==> config.mk <==
export PLATFORM = sky130hd
export DESIGN_NAME = enoc_switch_allocator
export DESIGN_NICKNAME = d
export VERILOG_FILES = /design/src/rtl/enoc_pkg.sv /design/src/rtl/enoc_output_arbiter.sv /design/src/rtl/enoc_switch_allocator.sv
export SDC_FILE = /design/constraint.sdc
export NUM_CORES = 1
export LEC_CHECK = 0
export BUFFER_PORTS_ARGS = -buffer_cell sky130_fd_sc_hd__buf_2
export CAP_MARGIN = 20
export CORE_UTILIZATION = 65
export DETAILED_ROUTE_END_ITERATION = 12
export PLACE_DENSITY_LB_ADDON = 0.12
export SLEW_MARGIN = 5
export SYNTH_ARGS = -nofsm -noshare
export SYNTH_HDL_FRONTEND = slang
export SYNTH_HIERARCHICAL = 1
export SYNTH_SLANG_ARGS = --single-unit
==> constraint.sdc <==
create_clock -name clk -period 6 [get_ports clk]
set_input_delay 0.3 -clock clk [delete_from_list [all_inputs] [get_ports clk]]
set_output_delay 0.3 -clock clk [all_outputs]
set_load 0.02 [all_outputs]
==> src/rtl/enoc_pkg.sv <==
// Shared ENoC router definitions: port count, port indices, output lock states.
package enoc_pkg;

    localparam int PORTS = 5;

    localparam int C = 0;
    localparam int N = 1;
    localparam int E = 2;
    localparam int S = 3;
    localparam int W = 4;

    typedef enum logic {
        IDLE   = 1'b0,
        LOCKED = 1'b1
    } lock_state_t;

endpackage

==> src/rtl/enoc_output_arbiter.sv <==
// Round-robin arbiter for one router output port, with an optional wormhole lock.
// The lock is compiled in only when ENOC_WORMHOLE_LOCK_EN is defined.
//
// state  | meaning
// IDLE   | any requesting input may win, searching from ptr
// LOCKED | only the owner may be granted until its tail flit transfers
module enoc_output_arbiter
    import enoc_pkg::*;
#(
    parameter int PORTS = enoc_pkg::PORTS
) (
    input  logic             clk,
    input  logic             reset_n,
    input  logic [0:PORTS-1] req,
    input  logic [0:PORTS-1] tail,
    input  logic             en,
    output logic [0:PORTS-1] grant
);

    localparam int PW = (PORTS > 1) ? $clog2(PORTS) : 1;

    logic [PW-1:0]    ptr;
    logic [PW-1:0]    win;
    logic [PW-1:0]    ptr_inc;
    logic [0:PORTS-1] cand;
    logic             found;
    logic             xfer;
    int               idx;

`ifdef ENOC_WORMHOLE_LOCK_EN
    lock_state_t   state;
    logic [PW-1:0] owner;

    always_comb begin
        cand = req;
        if (state == LOCKED) begin
            cand        = '0;
            cand[owner] = req[owner];
        end
    end
`else
    logic unused_tail;

    assign unused_tail = ^tail;

    always_comb begin
        cand = req;
    end
`endif

    // First candidate at or after ptr, wrapping modulo PORTS.
    always_comb begin
        found = 1'b0;
        win   = '0;
        idx   = 0;
        for (int k = 0; k < PORTS; k++) begin
            idx = int'(ptr) + k;
            if (idx >= PORTS) begin
                idx = idx - PORTS;
            end
            if (!found && cand[idx]) begin
                found = 1'b1;
                win   = PW'(idx);
            end
        end
    end

    assign xfer    = found & en;
    assign ptr_inc = (win == PW'(PORTS - 1)) ? '0 : win + 1'b1;

    always_comb begin
        grant = '0;
        if (xfer && reset_n) begin
            grant[win] = 1'b1;
        end
    end

    always_ff @(posedge clk) begin
        if (!reset_n) begin
            ptr   <= '0;
`ifdef ENOC_WORMHOLE_LOCK_EN
            state <= IDLE;
            owner <= '0;
`endif
        end else if (xfer) begin
`ifdef ENOC_WORMHOLE_LOCK_EN
            // While locked the pointer already points past the owner.
            if (state == IDLE) begin
                ptr <= ptr_inc;
                if (!tail[win]) begin
                    state <= LOCKED;
                    owner <= win;
                end
            end else if (tail[owner]) begin
                state <= IDLE;
            end
`else
            ptr <= ptr_inc;
`endif
        end
    end

endmodule

==> src/rtl/enoc_switch_allocator.sv <==
// ENoC 5-port router switch allocator: one round-robin arbiter per output port.
// Wormhole locking is enabled by defining ENOC_WORMHOLE_LOCK_EN.
module enoc_switch_allocator
    import enoc_pkg::*;
#(
    parameter int PORTS = enoc_pkg::PORTS
) (
    input  logic                        clk,
    input  logic                        reset_n,
    input  logic [0:PORTS-1][0:PORTS-1] i_output_req,
    input  logic [0:PORTS-1]            i_tail,
    input  logic [0:PORTS-1]            i_en,
    output logic [0:PORTS-1][0:PORTS-1] o_output_grant,
    output logic [0:PORTS-1]            o_input_grant
);

    logic [0:PORTS-1] req_col   [PORTS];
    logic [0:PORTS-1] grant_row [PORTS];

    // Column j of the request matrix is every input's request for output j.
    always_comb begin
        for (int j = 0; j < PORTS; j++) begin
            req_col[j] = '0;
            for (int i = 0; i < PORTS; i++) begin
                req_col[j][i] = i_output_req[i][j];
            end
        end
    end

    for (genvar j = 0; j < PORTS; j++) begin : g_out
        enoc_output_arbiter #(
            .PORTS (PORTS)
        ) u_arb (
            .clk     (clk),
            .reset_n (reset_n),
            .req     (req_col[j]),
            .tail    (i_tail),
            .en      (i_en[j]),
            .grant   (grant_row[j])
        );
    end

    always_comb begin
        o_output_grant = '0;
        o_input_grant  = '0;
        for (int j = 0; j < PORTS; j++) begin
            o_output_grant[j] = grant_row[j];
            o_input_grant     = o_input_grant | grant_row[j];
        end
    end

endmodule

==> metrics.txt <==
first-pass GRT wire length=~32,000 um; Logic pwr share=between 90 and 100%; total grt overflow=0; sequential power share=5.3%; GRT Total Usage=around 33%; Clk pwr share=1.9%; max FFs per register=15; register area share after synthesis=around 4.2%; most frequent cells in the layout=nor2_1 (70), ha_1 (65), nand2_1 (63); Post-Syn Area=0.007217 mm2; IO Count=between 60 and 70; status=finished clean; # clock sinks=15; total power=approximately 4.3 mW; Distinct cells, synth=100; critical path's largest stage delay=670 ps; Via Count=around 7,200; core area=approximately 0.011 mm2; Power Dens Cells=579.0 mW/mm2; Vias/cell=slightly below 7; biggest regs=g_out.u_arb/ptr (15); EDFF count, synth=0; clock tree buffer depth=2; Initial Util=roughly 67%; Multi-input gate area=about 0.0063 mm2; sw frac=between 50% and 60%; CP arrival=about 4700 ps; largest reg by FF count=g_out.u_arb/ptr; unrepaired setup endpoints after global routing=false; Die Footprint=~0.012 mm2; Max Fanout on Critical Path=13; synthesis warning total=6; DPL Wire Length=14,690 um; share of cells above drive strength 1=about a quarter; worst slew pin tran=between 800 and 900 ps; number of remaining DRC errors=0; depth of the CTS H-tree=1; clock-pin slew on the worst setup and hold paths=60 ps; top-area cell type share of the netlist area=approximately 11%; final wirelength=just under 20,000 um; leakage power=around 3.2 nW; vias in the first global route=6,648; Clock Latency Late Sink=250 ps; Final setup violation count=0; crit path capture type=primary output; synthesized flop and latch total=15; VDD IR max=around 0.50 mV; # port buffers=61; worst rel slew slack=between 40% and 50%; DRT Pass-1 Iters=5; syn_nets=between 900 and 1,000; Post-Route Setup TNS=0 ps; Int Pwr=roughly 1.8 mW; postcts setup bufs=0; delay-heaviest family, CP=multiplexers; gpl congestion=between 0.9 and 1; Num CTS Buffers=3; Synth Area per Inst=around 8 um2; Syn-to-layout area delta=2.375%; wire per inst=18.30 um; Clock Skew=between 2 and 3 ps; CP cell instances=inv_1 > ha_1 > mux4_2 > mux2_2 > mux2i_1 > inv_1 > nor3_2 > mux2_2 > nor3_1 > nor3_1 > nand2_1 > buf_2; Root Buffer=clkbuf_8; Die Y=~110 um; HP Class=in2reg; fillers=942; critical path's slowest cell=dfxtp_1; FMAX=around 0.20 GHz; Main synth FF type=dfxtp_1; commonest non-fill, non-tap cell in the layout=nor2_1; Yosys top cell by area=ha_1; WHS=roughly 530 ps; crit path launch type=flop; fin. max-slew vios=0; DRT iter0 DRCs=about 460; asr flop ratio synth=0%; Buf/Inv on CP=3; synthesized netlist cell count=approximately 890; Core Util, Final=roughly two thirds; Final nets=1,015; top post-synthesis cells by area=ha_1 (11%), mux2i_1 (5.3%), dfxtp_1 (4.2%), nor2_1 (3.6%), mux4_1 (3.3%); Net Sw Power=~2.5 mW; hold buffer count at CTS=0; kind of critical path=reg2out; cts repair resizes=0; largest net degree at the start of global routing=34; Worst EP required=between 5000 and 6000 ps; post-route antenna net violation count=0; CTS tree=done; final period utilization=a little over four fifths; Std-Cell Rows=38; maxcap violations=0; Antenna Cells=0; Die Wd=107.4 um; FF+latch area=roughly 300 um2; Final Hold Viols=0; initial antenna violation count=0; shortest period the worst path allows=5038 ps
==> routing by layer <==
layer	wire (um)	track usage (%)	vias up
met5	0	0	-
met4	332	8.121	0
met3	1260	2.179	31
met2	9248	58.11	280
met1	8407	44.08	3442
li1	-	-	3466
==> tightest hold or removal path, stage by stage <==
cell and delay [ps]:
buf_2 110, o21ai_0 150, nand3_1 100, nand3b_1 80
==> metrics by stage <==
stage	std cells	instance area, um2	setup slack [ps]
floorplan	886	7217	1823
global placement	1048	7342	1365
detailed placement	1048	7342	1307
CTS	1052	7388	1030
global route	1052	7388	576.1
finish	1052	7388	962.4
==> cell usage after synthesis (8+ instances only) <==
cell,instances
nor2_1,70
ha_1,65
nand2_1,63
inv_1,45
mux2i_1,38
a21oi_1,35
nand3_1,27
a211oi_1,23
nor3_1,22
a22oi_1,18
buf_6,18
o21ai_0,18
dfxtp_1,15
o31ai_1,15
a31oi_1,14
xnor2_1,14
buf_2,13
mux2_2,13
a211o_1,12
a21o_1,11
nand4_1,10
nor3_2,10
o21a_1,10
xor2_1,10
a211oi_2,9
mux4_1,9
mux4_2,9
o211ai_1,9
o21ai_1,9
o22ai_1,9
a21boi_0,8
and2b_2,8
nand2b_1,8
nor2b_1,8
o21bai_1,8
or2_2,8
==> power by group through the flow <==
stage                     registers (mW)  logic, mW  clock network, mW
after global routing               0.235       4.33             0.0873
after floorplan                    0.184       3.29                  0
after global placement             0.224       3.76                  0
after CTS                          0.225       3.90             0.0830
after detailed placement           0.227       3.89                  0
final                              0.227       3.97             0.0823
==> cells by family after synthesis <==
group                      count (synthesis)  synth area share [%]
and+or+nand+nor                          320                 26.34
AOI/OAI and AO/OA                        301                 33.82
buffers and inverters                     91                 7.888
muxes                                     69                 13.38
adders and majority gates                 65                 11.27
xor gates and xnor gates                  25                 3.138
DFF                                       15                 4.161
==> worst paths after layout <==
path / from / end / slack, ps / depth (start not counted)
worst min-delay path: i_en[4] / g_out[4].u_arb/ptr[1] / 530 / 4
worst max-delay path: g_out[1].u_arb/ptr[1] / o_input_grant[0] / 960 / 12
worst max register to register: g_out[1].u_arb/ptr[1] / g_out[1].u_arb/ptr[1] / 1730 / 10
worst min register to register: g_out[4].u_arb/ptr[1] / g_out[4].u_arb/ptr[1] / 700 / 2
==> final cells by class <==
type | count | share of cell area (%)
clock buffer | 3 | 0.5588
clock inverter | 1 | 0.06774
inverter | 47 | 2.388
multi-input combinational | 780 | 85.91
sequential | 15 | 4.064
tap | 140 | 2.371
timing repair buffer | 66 | 4.640
No activity file was read; power rests on OpenSTA's default activity.
